===== src/rtl/seq_detector_param.sv =====
// Serial pattern detector with a runtime-programmable, maskable PAT_W-bit pattern.
// It supports overlapping and non-overlapping detection, gapped input and a saturating match counter.
module seq_detector_param #(
  parameter int                 PAT_W       = 4,
  parameter int                 CNT_W       = 8,
  parameter logic [PAT_W-1:0]   RST_PATTERN = 4'b1011,
  parameter logic [PAT_W-1:0]   RST_MASK    = '1
) (
  input  logic             clk,
  input  logic             clr,
  input  logic             din,
  input  logic             din_valid,
  input  logic             overlap,
  input  logic             cfg_load,
  input  logic [PAT_W-1:0] cfg_pattern,
  input  logic [PAT_W-1:0] cfg_mask,
  input  logic             cnt_clr,
  output logic             dout,
  output logic [CNT_W-1:0] match_cnt,
  output logic [PAT_W-1:0] pattern_q,
  output logic [PAT_W-1:0] mask_q
);

  localparam int FILL_W = $clog2(PAT_W + 1);
  localparam logic [FILL_W-1:0] FILL_FULL = FILL_W'(PAT_W);
  localparam logic [FILL_W:0]   FILL_NEED = (FILL_W + 1)'(PAT_W);

  logic [PAT_W-1:0]  hist_reg;
  logic [FILL_W-1:0] fill_reg;
  logic              dout_reg;
  logic [CNT_W-1:0]  cnt_reg;
  logic [PAT_W-1:0]  pattern_reg;
  logic [PAT_W-1:0]  mask_reg;

  logic              accept;
  logic [PAT_W-1:0]  hist_next;
  logic [FILL_W-1:0] fill_next;
  logic [PAT_W-1:0]  miss;
  logic              fill_ok;
  logic              hit;

  // A cfg_load cycle swallows any concurrent input bit.
  assign accept    = din_valid & ~cfg_load;
  assign hist_next = {hist_reg[PAT_W-2:0], din};
  assign fill_ok   = ({1'b0, fill_reg} + 1'b1) >= FILL_NEED;

  for (genvar gi = 0; gi < PAT_W; gi++) begin : g_cmp
    assign miss[gi] = mask_reg[gi] & (hist_next[gi] ^ pattern_reg[gi]);
  end

  assign hit = accept & fill_ok & (miss == '0);

  always_comb begin
    fill_next = fill_reg;
    if (hit && !overlap) begin
      fill_next = '0;
    end else if (fill_reg != FILL_FULL) begin
      fill_next = fill_reg + 1'b1;
    end
  end

  always_ff @(posedge clk) begin
    if (clr) begin
      hist_reg    <= '0;
      fill_reg    <= '0;
      dout_reg    <= 1'b0;
      cnt_reg     <= '0;
      pattern_reg <= RST_PATTERN;
      mask_reg    <= RST_MASK;
    end else begin
      dout_reg <= hit;
      if (cfg_load) begin
        pattern_reg <= cfg_pattern;
        mask_reg    <= cfg_mask;
        hist_reg    <= '0;
        fill_reg    <= '0;
      end else if (accept) begin
        hist_reg <= hist_next;
        fill_reg <= fill_next;
      end
      // Clear beats a coincident match; the counter never wraps.
      if (cnt_clr) begin
        cnt_reg <= '0;
      end else if (hit && (cnt_reg != '1)) begin
        cnt_reg <= cnt_reg + 1'b1;
      end
    end
  end

  assign dout      = dout_reg;
  assign match_cnt = cnt_reg;
  assign pattern_q = pattern_reg;
  assign mask_q    = mask_reg;

endmodule


===== config.mk =====
export PLATFORM = sky130hd
export DESIGN_NAME = seq_detector_param
export DESIGN_NICKNAME = d
export VERILOG_FILES = /design/src/rtl/seq_detector_param.sv
export SDC_FILE = /design/constraint.sdc
export NUM_CORES = 1
export LEC_CHECK = 0
export ABC_AREA = 1
export BUFFER_PORTS_ARGS = -buffer_cell sky130_fd_sc_hd__buf_2
export CAP_MARGIN = 15
export CORE_MARGIN = 2
export CORE_UTILIZATION = 35
export DETAILED_ROUTE_END_ITERATION = 12
export GPL_ROUTABILITY_DRIVEN = 0
export GPL_TIMING_DRIVEN = 0
export PLACE_DENSITY = 0.63
export SYNTH_ARGS = -nofsm -noshare
export SYNTH_HDL_FRONTEND = slang
export SYNTH_SLANG_ARGS = --single-unit

===== constraint.sdc =====
create_clock -name clk -period 1.5 [get_ports clk]
set_input_delay 0.3 -clock clk [delete_from_list [all_inputs] [get_ports clk]]
set_output_delay 0.3 -clock clk [all_outputs]
set_load 0.02 [all_outputs]

* Word-level counts from Yosys, hierarchy flattened
Index checks and enable logic that the tools add are counted.
Storage, ports and cells: register bits 23, bits of input ports 15, logic and storage cells 34
Cells by class: muxes and demuxes 2, reduce and logical (&&, ||, !) cells 8, equal/unequal tests 2, $lt $le $gt $ge 1, add/subtract/negate cells 3, bitwise gates (word level) 12
Operators with widths (number):
- adder 8 x 1 -> 8 bit (second input constant) | 1
- inequality test 8 bit (second input constant) | 1
- bitwise AND 1 bit | 7
- two-way mux 3 bit | 2
- adder 3 x 1 -> 4 bit (second input constant) | 1
- greater-or-equal comparator 4 x 3 -> 1 bit (second input constant) | 1
- zero test 4 bit | 1
- OR reduction 2 bit | 2
- bitwise XOR 1 bit | 4
- adder 3 x 1 -> 3 bit (second input constant) | 1
- inequality test 3 bit (second input constant) | 1
- logical AND 1 bit | 2
- AND reduction 2 bit | 1
- nonzero test 2 bit | 1
- zero test 1 bit | 1
- inverter 1 bit | 1

* Longest topological paths before layout
Gate-level depths: netlist (run 1).
depth after elaboration 7, gate-level depth with buffers 11

* Worst setup path before layout (run 1)
OpenSTA, ideal clock, no wires.
path type reg-to-reg, start register cnt_reg[0] (netlist: match_cnt[0]), end register cnt_reg[7] (netlist: match_cnt[7]), setup time 70 ps, clock period less this slack 1437 ps, slack 63 ps, buffers on the path 0, arrival time 1367 ps, stages on the path, launching flop included 8, cells stage by stage dfxtp_1 -> ha_1 -> nand4_1 -> nor2_2 -> nand2_4 -> nand2_4 -> nand2_1 -> a21oi_1
Between the ends: cells in the longest elaborated chain, start to end 2
RTL lines:
- from (decl) | RTL line 31 | logic [CNT_W-1:0] cnt_reg;
- from (signal assigned) | RTL line 85 | cnt_reg <= cnt_reg + 1'b1;
- parallel branches: the longest is 2 deep, another holds adder 8 x 1 -> 8 bit
Several ways; the timed one is not identified. A chain may end at the register's enable or synchronous reset.

* Worst setup path after layout (run 1)
start register fill_reg[0], end register fill_reg[1]
Between the ends: cells in the longest elaborated chain, start to end 7
RTL lines:
- from (decl) | RTL line 29 | logic [FILL_W-1:0] fill_reg;
- from (signal assigned) | RTL line 79 | fill_reg <= fill_next;
- adder 3 x 1 -> 4 bit | RTL line 45 | assign fill_ok = ({1'b0, fill_reg} + 1'b1) >= FILL_NEED;
- greater-or-equal comparator 4 x 3 -> 1 bit | RTL line 45
- bitwise AND 1 bit (2 in series) | RTL line 51 | assign hit = accept & fill_ok & (miss == '0);
- logical AND 1 bit | RTL line 55 | if (hit && !overlap) begin
- nonzero test 2 bit (no line)
- AND reduction 2 bit (no line)
Parallel ways exist; a longest one is shown, timed or not. The select of a mux whose other input is x is not followed.

==> impl_metrics.py, run 1 <==
metrics = {
    "setup_path": {
        "slowest_stage": "dfxtp_4",
        "cpPeakStageDelay_ps": 400,
        "crit_path_max_fanout": 4,
        "worst_path_most_repeated_cell": "nand2_2",
        "crit_buf_inv": 1,
        "critPathRequiredTime_ps": 1770,
        "startpoint_type": "flip-flop",
        "crit_arrival_ps": 1730,
        "worst_setup_path_end_kind": "flip-flop",
        "path_delay_family": "simple AND/OR/NAND/NOR gates",
        "worstPathCellList": "ha_4 > inv_2 > nand2_2 > nand2_2 > a21oi_2 > nand3_2 > nand2_2 > nand2_2 > nand2_1 > nand2_1 > nor2_1",
        "crit_type": "reg2reg",
        "regToRegSetupSlack_ps": 50,
    },
    "job": {
        "drv_cap": 0,
    },
    "timing": {
        "slew_violations": 0,
        "rsz0062_at_grt": "true",
        "postLayoutSetupSlackWorst_ps": 47.9,
        "whs_ps": 177,
        "period_needed_ps": 1450,
        "fmax_mhz": 689,
        "relSlewSlack": 0.739,
        "worst_pin_slew_ps": 390,
        "hold_viol": 0,
        "finalCritPeriodShare": 0.968,
        "skew_ps": 13.6,
        "setup_viol": 0,
    },
    "power_and_ir_drop": {
        "pwr-share-seq": 0.592,
        "p_sw_frac": 0.283,
        "ir_drop_mv": 0.344,
        "switchingPower_w": 0.000309,
        "intPower_w": 0.000783,
        "p_leak_nw": 0.706,
        "combinationalPowerShare": 0.132,
        "power_density_nw_per_um2": 756,
        "pwr-share-clk": 0.276,
    },
    "global_route": {
        "grt_pass1_wl_mm": 4.11,
        "gr-usage-all-layers": 0.150,
        "grt_antenna_before_repair": 0,
        "grt.overflow.total": 0,
        "grt_pass1_vias": 956,
        "grt_max_degree": 14,
    },
    "floorplan": {
        "rows": 20,
        "die_x_um": 60.6,
        "die_area_um2": 3670,
        "initial_core_util": 0.367,
        "ios": 32,
        "core_area_um2": 3050,
        "dieHeight_um": 60.6,
    },
    "logic_synthesis": {
        "yosysSeqAreaShare": 0.411,
        "ys_seq_elements": 23,
        "synth_fp_nets": 178,
        "ys_types": 21,
        "synth_warnings": 0,
        "syn_area_per_cell_um2": 7.01,
        "synth_area_um2": 1120,
        "syn_inst": 160,
    },
    "clock_tree": {
        "cts_tree": "yes",
        "clockRootBuffer": "clkbuf_4",
        "clkSlewWorstSetupHoldPaths_ps": 140,
        "cts_num_sinks": 23,
        "hold_buffers": 0,
        "clk_latency_ps": 320,
        "h-tree-depth": 1,
        "cts_buffers": 3,
        "clock_path_buffers": 2,
    },
    "route": {
        "routed_wl_mm": 2.57,
        "drc": 0,
        "dr.pass1.iters": 4,
        "drt_iter0_drc": 42,
        "ant_nets": 0,
        "dr_total_vias": 1115,
        "via_per_inst": 4.63,
        "wl_per_cell_um": 10.7,
    },
    "placement": {
        "port_buffers": 31,
        "dp_slack_ps": -43.1,
        "hpwl_mm": 1.84,
    },
    "hold_path": {
        "hold_path_class": "in2reg",
    },
    "final_layout": {
        "diodes": 0,
        "largest_register_ffs": 8,
        "fin_nets": 216,
        "areaGrowthSynthToFinish_pct": 28.9,
        "drive_gt1_frac": 0.315,
        "multi_input_area_um2": 619,
        "nFillCells": 328,
        "area.sequential_um2": 474,
    },
    "status": {
        "status": "complete, no violations",
    },
}
==> per-layer routing <==
metal,up-vias,track usage,share of wire
li1,586,-,-
met1,503,0.205,0.48
met2,24,0.229,0.47
met3,2,0.0490,0.045
met4,0,0.0373,0.0047
met5,-,0,0
==> cells in the final DEF (no fill, tap or decap), types with 3 or more instances in the layout <==
| cell | netlist | final |
|---|---|---|
| nand2_2 | 1 | 6 |
| xor2_1 | 3 | 3 |
| nand3_1 | 20 | 20 |
| dfxtp_1 | 23 | 16 |
| clkbuf_4 | 0 | 3 |
| buf_2 | 0 | 31 |
| dfxtp_2 | 0 | 5 |
| o21ai_0 | 8 | 8 |
| nor2_1 | 9 | 8 |
| nand2_1 | 42 | 37 |
| inv_1 | 22 | 21 |
| a21oi_1 | 15 | 15 |
==> tightest hold or removal path, cell delays in order <==
cell	delay (ps)
buf_2	80
nand2_1	40
nand3_1	60
==> area by class of cell <==
class / count / share of cell area
buffer: 1 / 0.00260
clock buffer: 3 / 0.0156
clock inverter: 1 / 0.00346
inverter: 24 / 0.0658
multi-input combinational: 112 / 0.429
sequential: 23 / 0.328
tap: 44 / 0.0381
timing repair buffer: 33 / 0.118
==> per-stage QoR <==
step                total power [W]   util  TNS [ps]  instance area, um2  std cells
floorplan                  0.000745      -         0                1120        160
global placement           0.000799  0.436     -33.9                1330        235
detailed placement         0.000799  0.436     -43.1                1330        235
CTS                         0.00110  0.448         0                1370        239
global route                0.00115  0.473     -60.7                1450        241
finish                      0.00109  0.473         0                1450        241
==> Yosys cell counts <==
master     n  area (um2)
a21oi_1   15        75.1
a21oi_2    1        8.76
clkbuf_1   1        3.75
clkinv_2   1        5.00
dfxtp_1   23         460
ha_1       3        37.5
inv_1     22        82.6
inv_2      1        3.75
nand2_1   42         158
nand2_2    1        6.26
nand2_4    2        22.5
nand3_1   20         100
nand3_2    1        10.0
nand3b_1   1        7.51
nand4_1    1        6.26
nor2_1     9        33.8
nor2_2     1        6.26
nor3_1     2        10.0
o21ai_0    8        40.0
xnor2_1    2        17.5
xor2_1     3        26.3
==> power by group through the flow <==
stage	logic, W	clock network, W	registers [W]
floorplan	0.0000678	0	0.000678
global placement	0.000137	0	0.000662
detailed placement	0.000138	0	0.000661
CTS	0.000139	0.000316	0.000648
global route	0.000162	0.000342	0.000650
finish	0.000144	0.000301	0.000646
==> kinds of logic after synthesis <==
group,after synthesis,share of synthesized area
flip-flops,23,0.411
buffers and inverters,25,0.0848
AO/OA/AOI/OAI,24,0.110
adder cells (fa/ha/maj),3,0.0335
XOR/XNOR,5,0.0391
AND/OR/NAND/NOR,80,0.321
==> path summary, 6_finish.rpt <==
path / startpoint / depth (start not counted) / to
worst max register to register: fill_reg[0] / 11 / fill_reg[1]
worst max-delay path: fill_reg[0] / 11 / fill_reg[1]
worst min-delay path: cfg_mask[1] / 3 / mask_q[1]
worst min register to register: match_cnt[4] / 2 / match_cnt[4]
==> what timing repair did <==
action,4_1_cts,5_1_grt
setup buffers,0,2
pin swaps,0,6
setup endpoints to repair,8,10
gates resized for setup,3,20
Note: power is estimated with default switching activity, not from simulation.
==> run 2, diff against run 1 <==
--- a/config.mk
+++ b/config.mk
@@ -8,6 +8,7 @@
 export ABC_AREA = 1
 export BUFFER_PORTS_ARGS = -buffer_cell sky130_fd_sc_hd__buf_2
 export CAP_MARGIN = 15
+export CORE_ASPECT_RATIO = 0.5
 export CORE_MARGIN = 2
 export CORE_UTILIZATION = 35
 export DETAILED_ROUTE_END_ITERATION = 12
==> impl_metrics.py, run 2 (same netlist as run 1, synthesis figures left out) <==
metrics = {
    "setup_path": {
        "reg2reg_depth": 10,
        "crit_type": "reg2reg",
        "startpoint": "fill_reg[0]",
        "r2r_start": "fill_reg[0]",
        "worst_setup_path_end_kind": "flip-flop",
        "startpoint_type": "flip-flop",
        "critPathRequiredTime_ps": 1700,
        "crit_arrival_ps": 1610,
        "crit_path_max_fanout": 4,
    },
    "timing": {
        "setup_viol": 0,
        "period_needed_ps": 1410,
        "whs_ps": 241,
        "fmax_mhz": 711,
        "relSlewSlack": 0.731,
        "finalCritPeriodShare": 0.938,
        "hold_viol": 0,
        "skew_ps": 3.02,
        "worst_pin_slew_ps": 401,
        "slew_violations": 0,
    },
    "final_layout": {
        "largest_register_ffs": 8,
        "diodes": 0,
        "stdcell_area_um2": 1480,
        "layout_commonest_cell": "nand2_1",
        "drive_gt1_frac": 0.317,
        "nFillCells": 319,
        "fin_nets": 218,
        "finish.utilization": 0.488,
        "areaGrowthSynthToFinish_pct": 31.9,
        "final_cell_mix": "38 x nand2_1, 31 x buf_2, 21 x inv_1, 20 x nand3_1, 17 x dfxtp_1",
    },
    "floorplan": {
        "dieHeight_um": 44.0,
        "initial_core_util": 0.370,
        "core_area_um2": 3030,
        "rows": 14,
        "die_x_um": 84.0,
        "die_area_um2": 3700,
        "ios": 32,
    },
    "route": {
        "dr.pass1.iters": 4,
        "wl_per_cell_um": 10.6,
        "routed_wl_mm": 2.53,
        "drt_iter0_drc": 38,
        "drc": 0,
        "dr_total_vias": 1136,
        "via_per_inst": 4.75,
        "ant_nets": 0,
    },
    "power_and_ir_drop": {
        "combinationalPowerShare": 0.125,
        "intPower_w": 0.000874,
        "pwr-share-seq": 0.550,
        "pwr-share-clk": 0.325,
        "switchingPower_w": 0.000299,
        "ir_drop_mv": 0.344,
        "power_density_nw_per_um2": 793,
        "power.total_w": 0.00117,
        "p_sw_frac": 0.255,
        "p_leak_nw": 0.718,
    },
    "placement": {
        "hpwl_mm": 1.87,
        "port_buffers": 31,
        "postPlaceCellArea_um2": 1330,
    },
    "clock_tree": {
        "cts_buffers": 3,
        "clkSlewWorstSetupHoldPaths_ps": 80,
        "cts_tree": "yes",
        "cts_num_sinks": 23,
        "clk_latency_ps": 260,
        "clock_path_buffers": 2,
        "clockRootBuffer": "clkbuf_8",
        "h-tree-depth": 1,
    },
    "global_route": {
        "grt_max_degree": 13,
        "grt_pass1_wl_mm": 4.32,
        "gr-usage-all-layers": 0.145,
        "grt_antenna_before_repair": 0,
        "grt.overflow.total": 0,
        "grt_pass1_vias": 1018,
    },
    "status": {
        "status": "complete, no violations",
    },
    "hold_path": {
        "hold_path_depth": 3,
        "hp-start": "cfg_mask[2]",
        "hold_path_class": "in2reg",
    },
    "job": {
        "drv_cap": 0,
    },
}
-- run 2: changes by cell type in the layout (fill, tap and decap cells not counted), sizes merged --
| cell | before | now |
|---|---|---|
| buf | 33 | 35 |
| clkbuf | 4 | 5 |
| clkinv | 2 | 1 |
-- run 2: power by group through the flow --
stage                     clock (W)  sequential [W]  combinational [W]
after global placement            0        0.000661           0.000137
after CTS                  0.000396        0.000647           0.000140
after global routing       0.000432        0.000649           0.000164
after detailed placement          0        0.000661           0.000139
final                      0.000381        0.000645           0.000146
after floorplan                   0        0.000678          0.0000678
-- run 2: metrics by stage --
step           setup TNS (ps)  instances  setup WS [ps]
2_1_floorplan               0        160           63.2
4_1_cts                     0        236          0.506
3_5_place_dp             -174        231          -90.9
5_1_grt                 -18.2        239          -15.9
6_report                    0        239           92.6
3_3_place_gp            -67.9        231          -62.9
-- run 2: critical path: stages (launching register included) --
cell and delay, ps:
dfxtp_4 370, ha_4 160, nand2_1 80, nand2_2 70
a21oi_4 150, nand3_2 130, nand2_2 130, nand2_2 60
nand2_1 60, nand2_1 40, nor2_1 100
-- run 2: path summary, 6_finish.rpt --
path,endpoint,slack (ps)
min reg2reg,match_cnt[1],480
max,fill_reg[1],90
min,mask_q[2],240
max reg2reg,fill_reg[1],90
-- run 2: what timing repair did --
action,4_1_cts,5_1_grt
hold buffers,0,0
pin swaps,1,11
endpoints found under the setup margin,8,11
buffers inserted,1,3
gates resized for setup,5,17
-- run 2: routing by layer --
layer / GRT usage / vias to the layer above / wire length (um)
met2: 0.249 / 19 / 1220
met3: 0.0504 / 0 / 93
li1: - / 592 / -
met1: 0.184 / 525 / 1220
met5: 0 / - / 0
met4: 0.0226 / 0 / 0
-- run 2: layout make-up --
class / instances / area, um2 / area share
Clock buffer: 4 / 45.0 / 0.0305
Multi-Input combinational cell: 112 / 614 / 0.415
Tap cell: 40 / 50.0 / 0.0338
Buffer: 1 / 3.75 / 0.00254
Timing Repair Buffer: 35 / 198 / 0.134
Sequential cell: 23 / 473 / 0.320
Inverter: 24 / 95.1 / 0.0643
